<file path="src/rtl/mul_pkg.sv">
// Shared definitions for the repeated-addition multiplier: controller state
// encoding and the datapath word width.
package mul_pkg;

    localparam int DATA_W = 16;

    typedef enum logic [2:0] {
        S_IDLE   = 3'd0,
        S_WAIT_A = 3'd1,
        S_WAIT_B = 3'd2,
        S_RUN    = 3'd3,
        S_DONE   = 3'd4
    } state_t;

endpackage

</file>
<file path="src/rtl/mul_iter_cnt.sv">
// Watchdog iteration counter: counts ld_p pulses and flags when the count
// has reached the configured iteration limit.
module mul_iter_cnt #(
    parameter int               CNT_W    = 16,
    parameter logic [CNT_W-1:0] MAX_ITER = {CNT_W{1'b1}}
) (
    input  logic             clk,
    input  logic             rst,
    input  logic             i_clr,
    input  logic             i_inc,
    output logic [CNT_W-1:0] o_count,
    output logic             o_at_max
);

    logic [CNT_W-1:0] r_count;

    // Clear wins over increment; increment is never requested at the limit,
    // so the counter saturates without an explicit clamp.
    always_ff @(posedge clk or posedge rst) begin
        if (rst) begin
            r_count <= '0;
        end else if (i_clr) begin
            r_count <= '0;
        end else if (i_inc) begin
            r_count <= r_count + CNT_W'(1);
        end else begin
            r_count <= r_count;
        end
    end

    assign o_count  = r_count;
    assign o_at_max = (r_count == MAX_ITER);

endmodule

</file>
<file path="src/rtl/mul_seq_ctrl.sv">
// Control FSM for the repeated-addition multiplier: accepts two operand beats,
// then adds A into P once per count of B, bounded by a watchdog.
module mul_seq_ctrl
    import mul_pkg::*;
#(
    parameter int               CNT_W    = 16,
    parameter logic [CNT_W-1:0] MAX_ITER = 16'hFFFF
) (
    input  logic             clk,
    input  logic             rst,
    input  logic             start,
    input  logic             abort,
    input  logic             data_valid,
    output logic             data_ready,
    input  logic             eqz,
    output logic             ld_a,
    output logic             ld_b,
    output logic             clr_p,
    output logic             ld_p,
    output logic             dec_b,
    output logic             busy,
    output logic             done,
    output logic             err,
    output logic [CNT_W-1:0] iter_count
);

    state_t r_state;
    state_t w_fsm_next;
    state_t w_next;
    logic   r_err;
    logic   w_at_max;
    logic   w_start_acc;
    logic   w_run_step;
    logic   w_wd_fire;

    // An abort in the same cycle as start leaves err and the counter untouched.
    assign w_start_acc = (r_state == S_IDLE) && start && !abort;
    assign w_run_step  = !eqz && !w_at_max;
    assign w_wd_fire   = (r_state == S_RUN) && !eqz && w_at_max && !abort;

    mul_iter_cnt #(
        .CNT_W    (CNT_W),
        .MAX_ITER (MAX_ITER)
    ) u_iter_cnt (
        .clk      (clk),
        .rst      (rst),
        .i_clr    (w_start_acc),
        .i_inc    (ld_p),
        .o_count  (iter_count),
        .o_at_max (w_at_max)
    );

    // State register.
    always_ff @(posedge clk or posedge rst) begin
        if (rst) begin
            r_state <= S_IDLE;
        end else begin
            r_state <= w_next;
        end
    end

    // Next-state logic; eqz is checked before the watchdog limit.
    always_comb begin
        w_fsm_next = r_state;
        case (r_state)
            S_IDLE:   w_fsm_next = start      ? S_WAIT_A : S_IDLE;
            S_WAIT_A: w_fsm_next = data_valid ? S_WAIT_B : S_WAIT_A;
            S_WAIT_B: w_fsm_next = data_valid ? S_RUN    : S_WAIT_B;
            S_RUN:    w_fsm_next = (eqz || w_at_max) ? S_DONE : S_RUN;
            S_DONE:   w_fsm_next = S_IDLE;
            default:  w_fsm_next = S_IDLE;
        endcase
        w_next = abort ? S_IDLE : w_fsm_next;
    end

    // Datapath strobes decoded from state; still driven during an abort cycle.
    always_comb begin
        data_ready = 1'b0;
        ld_a       = 1'b0;
        ld_b       = 1'b0;
        clr_p      = 1'b0;
        ld_p       = 1'b0;
        dec_b      = 1'b0;
        done       = 1'b0;
        case (r_state)
            S_WAIT_A: begin
                data_ready = 1'b1;
                ld_a       = data_valid;
            end
            S_WAIT_B: begin
                data_ready = 1'b1;
                ld_b       = data_valid;
                clr_p      = data_valid;
            end
            S_RUN: begin
                ld_p  = w_run_step;
                dec_b = w_run_step;
            end
            S_DONE:  done = 1'b1;
            default: done = 1'b0;
        endcase
    end

    // Sticky watchdog flag, cleared only when a new multiply is accepted.
    always_ff @(posedge clk or posedge rst) begin
        if (rst) begin
            r_err <= 1'b0;
        end else if (w_start_acc) begin
            r_err <= 1'b0;
        end else if (w_wd_fire) begin
            r_err <= 1'b1;
        end else begin
            r_err <= r_err;
        end
    end

    assign err  = r_err;
    assign busy = (r_state != S_IDLE);

endmodule

</file>
<file path="config.mk">
export PLATFORM = sky130hd
export DESIGN_NAME = mul_seq_ctrl
export DESIGN_NICKNAME = d
export VERILOG_FILES = /design/src/rtl/mul_pkg.sv /design/src/rtl/mul_iter_cnt.sv /design/src/rtl/mul_seq_ctrl.sv
export SDC_FILE = /design/constraint.sdc
export NUM_CORES = 1
export LEC_CHECK = 0
export CORE_UTILIZATION = 28
export DETAILED_ROUTE_END_ITERATION = 10
export GPL_TIMING_DRIVEN = 0
export PLACE_DENSITY_LB_ADDON = 0.1
export SKIP_CTS_REPAIR_TIMING = 1
export SLEW_MARGIN = 10
export SYNTH_ARGS = -nofsm -noshare
export SYNTH_HDL_FRONTEND = slang
export SYNTH_SLANG_ARGS = --single-unit
</file>
<file path="constraint.sdc">
create_clock -name clk -period 2.1 [get_ports clk]
set_clock_uncertainty 0.1 [all_clocks]
set_input_delay 0.21 -clock clk [delete_from_list [all_inputs] [get_ports clk]]
set_output_delay 0.21 -clock clk [all_outputs]
set_load 0.01 [all_outputs]
</file>
Word-level counts from Yosys, hierarchy flattened. Cells that the tools add are included.

Input port bits: 6. Register bits: 20. Output and inout bits: 25.

Muxes and demuxes: 15. $add $sub $neg: 1. Equality and inequality tests: 5. Reduce and logical (&&, ||, !) cells: 15.

Operators with widths (count): $mux W16 (2); $add A16 B1 Y16 const B (1); $eq A16 B16 Y1 const B (1); $pmux W3 S4 (1); $mux W1 (9); $eq A3 B2 Y1 const B (2); $logic_and A1 B1 Y1 (6); $mux W3 (2); $reduce_bool A2 Y1 (2); $eq A3 B1 Y1 const B (1); $eq A3 B3 Y1 const B (1); $logic_not A1 Y1 (3); $logic_not A3 Y1 (1); $reduce_bool A3 Y1 (1); $mux W2 (1); $reduce_or A2 Y1 (1); $logic_or A1 B1 Y1 (1).

Longest topological paths before layout.
Word-level depth: 6. Depth in mapped cells: 7. Mapped depth without buffers: 6.

By module. Synthesis repeated with hierarchy kept, for this count alone.

Cells, all modules: 118. Area total of the unflattened synthesis: 1207.4 um2.

Modules (own cells, without submodules): mul_iter_cnt (cells each 86, times used 1, area each 892.1 um2); mul_seq_ctrl (cells each 32, times used 1, area each 315.3 um2).

Worst setup path after synthesis. Ideal clock, no wire load.

Path type: register -> output. Start: reg u_iter_cnt.r_count[0], in the netlist u_iter_cnt.o_count[0]. End: out ld_p. Data required time: 1.790 ns. Cell stages (with the launch flop): 7. Path slack: 0.134 ns. Data arrival time: 1.656 ns. Path through: dfrtp_1 -> ha_1 -> nand4_1 -> nor4_2 -> nor2b_1 -> clkbuf_1 -> buf_4.

Cells in the longest elaborated chain, start to end: 4.

RTL lines: from (decl) (RTL line mul_iter_cnt.sv:15) `logic [CNT_W-1:0] r_count;`; from (signal assigned) (RTL line mul_iter_cnt.sv:25) `r_count <= r_count + CNT_W'(1);`; from (signal assigned) (RTL line mul_iter_cnt.sv:27) `r_count <= r_count;`; $eq A16 B16 Y1 (RTL line mul_iter_cnt.sv:32) `assign o_at_max = (r_count == MAX_ITER);`; $logic_not A1 Y1 (RTL line mul_seq_ctrl.sv:38) `assign w_run_step = !eqz && !w_at_max;`; $logic_and A1 B1 Y1 (RTL line mul_seq_ctrl.sv:38); $mux W1; to (decl) (RTL line mul_seq_ctrl.sv:19) `output logic ld_p,`.

Every way passes these cells.

Worst setup path after layout.
Start: reg u_iter_cnt.r_count[0], in the netlist u_iter_cnt.o_count[0]. End: out ld_p.

Cells in the longest elaborated chain, start to end: 4.

RTL lines: $eq A16 B16 Y1 (RTL line mul_iter_cnt.sv:32); $logic_not A1 Y1 (RTL line mul_seq_ctrl.sv:38); $logic_and A1 B1 Y1 (RTL line mul_seq_ctrl.sv:38); $mux W1 (RTL line mul_seq_ctrl.sv:85) `case (r_state)`.

Every way passes these cells.

==> impl_results.md <==
- IO Port Bufs: 30
- Initial core utilization: 29.7%
- WL final: 2570 um
- Die ar.: 4200 um^2
- N_diodes: 0
- Setup crit start: u_iter_cnt.o_count[0]$_DFFE_PP0P_
- Most common cell in the netlist: nor2_1
- Synth cell count leaders: 21 x nor2_1, 20 x dfrtp_1, 10 x xnor2_1
- Result of the run: finished clean
- First-pass GRT wire length: 4230 um
- Crit end category: output pin
- Final setup viols: 0
- Worst path most repeated cell: buf_6
- Post-route minimum period: 2.07 ns
- Setup slack after layout: 0.0261 ns
- 1st-iter DRT viols: 48
- Synth top area cells: dfrtp_1 45%, xnor2_1 7.9%, nor2_1 7.1%
- Sequential cell area fraction in the yosys report: 45.3%
- Initial antenna violation count: 0
- Max Fclk: 0.482 GHz
- Reg-to-reg critical path endpoint: u_iter_cnt.o_count[13]$_DFFE_PP0P_
- Slew @ Worst Pin: between 0.8 and 0.9 ns
- CP Max Fanout: 6
- Vias post-DR: 1006
- R2R setup slack: 0.04 ns
- Worst path max stage delay: 0.40 ns
- Clock Pin Slew Worst Setup and Hold Paths: 0.07 ns
- Number of distinct library cells after synthesis: 33
- First-pass DRT Iterations: 4
- Reg2reg start: r_state[2]$_DFF_PP0_
- Routed WL per cell: 12.0 um
- Grt ovf: 0
- Mean area per synthesized cell: 9.06 um^2
- EDFF count, synth: 0
- Peak supply drop: about 0.22 mV
- Synth top area share: 45.3%
- Rel. slew slack: 45.6%
- Root Driver: clkbuf_8
- Most used DFF post-synth: dfrtp_1
- Vias in the first global route: 955
- Die width: 64.8 um
- Synth warn: 0
- Core Area: 3720 um^2
- CP Launch Type: flop
- Final worst-path cycle share: 98.8%
- Num CTS Buffers: 3
- Unrepaired setup endpoints after global routing: true
- Syn_nets: between 100 and 150
- Die span in y: 64.8 um
- CTS tree: done
- Clock Path Buffers: 2
- Worst setup path endpoint: ld_p
- H-tree depth: 1
- Post-Synthesis Cells: roughly 120
- Placer Congestion: 0.700
- Dpl hpwl: roughly 1800 um
- Worst slack, placed: -0.521 ns
- Clock Latency Late Sink: between 0.2 and 0.3 ns
- Crit path cell chain: ha_2, nand4_1, nor4_4, nor2b_4, buf_6, buf_6
- Synth Cell Area: 1100 um^2
- Worst path slowest cell: dfrtp_1
- Final Hold Vio Count: 0
- Area leader, netlist: dfrtp_1
- FF+latch count, synth: 20
- Power per cell area: 490 nW/um^2
- Overall Global Routing Usage: between 10% and 20%
- Top-Level Pins: 31
- Max-slew violations: 0
- Worst Reg-to-Reg Cells: 6
- CP required: 1.79 ns
- Layout area overhead: 47.3%
- WHS: 0.307 ns
- Arrival @ worst endpoint: 1.76 ns
- FP Rows: 22
- Final TNS setup: 0 ns
- DRC viols: 0
- Share of cells above drive strength 1: 15.1%
- Hold Path Class: primary input to async pin
- Leak Pwr: between 0.6 and 0.7 nW
- Post-DRT Antenna Nets: 0
- Crit Path Class: flop to output pin
- Via/cell ratio: 4.70
- Async SR Flop Fraction: 100%
- Largest net degree at the start of global routing: 21
- TritonCTS Sinks: 20
- Max Cap Violations: 0
- Fin nets: 174
==> layout by cell type (no fill, tap or decap), types with 2 or more instances in the layout <==
master / instances
inv_1: 4
clkdlybuf4s50_1: 28
o21ai_0: 2
nand2b_1: 3
buf_6: 2
clkbuf_1: 2
or2_1: 3
nand2_1: 7
nor3_1: 5
nand3_1: 6
mux2i_1: 3
a21oi_1: 5
dfrtp_2: 2
dfrtp_1: 18
buf_4: 12
nor2_1: 21
xnor2_1: 10
or3_1: 5
nor4b_1: 2
nand4_1: 3
clkbuf_8: 4
nor4_1: 4
==> cell type report <==
| class | count | area [um^2] |
|---|---|---|
| Timing Repair Buffer | 41 | 387 |
| Sequential cell | 20 | 503 |
| Buffer | 5 | 31.3 |
| Clock buffer | 4 | 55.1 |
| Tap cell | 48 | 60.1 |
| Inverter | 4 | 15.0 |
| Multi-Input combinational cell | 92 | 577 |
| Fill cell | 379 | 2090 |
==> per-stage QoR <==
| step | util [%] | std cells | power, mW | instance area [um^2] |
|---|---|---|---|---|
| 6_report | 43.8 | 214 | 0.797 | 1630 |
| 3_3_place_gp | 39.4 | 200 | 0.508 | 1470 |
| 3_5_place_dp | 39.4 | 200 | 0.510 | 1470 |
| 4_1_cts | 40.9 | 204 | 0.809 | 1520 |
| 5_1_grt | 43.8 | 214 | 0.843 | 1630 |
| 2_1_floorplan | - | 122 | 0.459 | 1100 |
==> state kept, by name (all words and copies together) (netlist names) <==
signal              cells
u_iter_cnt.o_count     16
err                     1
r_state                 3
==> critical path: cells and delay by family, from the launching register on <==
family        cells  cell delay, ns
fa+ha+maj         1            0.21
simple gates      3            0.64
flops             1            0.40
buf+inv           2            0.24
==> layer usage <==
| layer | track usage [%] | part of all wire, % | wire (um) | up-vias |
|---|---|---|---|---|
| met5 | 0 | 0 | 0 | - |
| met4 | 4.17 | 0.62 | 16 | 0 |
| met3 | 3.17 | 4.7 | 120 | 2 |
| met2 | 22.3 | 47 | 1210 | 24 |
| met1 | 16.0 | 48 | 1230 | 471 |
| li1 | - | - | - | 509 |
==> logic make-up (layout without fill, tap and decap cells) <==
logic type               after synthesis  in the layout  share of synthesized area, %
AND/OR/NAND/NOR                       67             67                          32.7
AO/OA/AOI/OAI                         10             10                          5.21
XOR/XNOR                              11             11                          8.72
multiplexers                           3              3                          2.72
flip-flops                            20             20                          45.3
buffers and inverters                 10             54                          4.19
adder cells (fa/ha/maj)                1              1                          1.13
==> worst min-delay path by stage <==
stage / endpoint / startpoint / cells past startpoint / slack, ns
3_3_place_gp: err$_DFFE_PP0P_ / err$_DFFE_PP0P_ / 2 / 0.38
2_1_floorplan: err$_DFFE_PP0P_ / rst / 1 / 0.07
3_5_place_dp: err$_DFFE_PP0P_ / err$_DFFE_PP0P_ / 2 / 0.39
6_report: u_iter_cnt.o_count[10]$_DFFE_PP0P_ / rst / 2 / 0.31
5_1_grt: u_iter_cnt.o_count[10]$_DFFE_PP0P_ / rst / 2 / 0.39
4_1_cts: u_iter_cnt.o_count[10]$_DFFE_PP0P_ / rst / 2 / 0.33
==> power breakdown <==
group / internal (mW) / leakage (nW) / switching, mW
Sequential: 0.392 / 0.274 / 0.0104
Clock: 0.167 / 0.0288 / 0.129
Combinational: 0.0520 / 0.387 / 0.0469
Total: 0.610 / 0.690 / 0.187
Note: power is estimated with default switching activity, not from simulation.
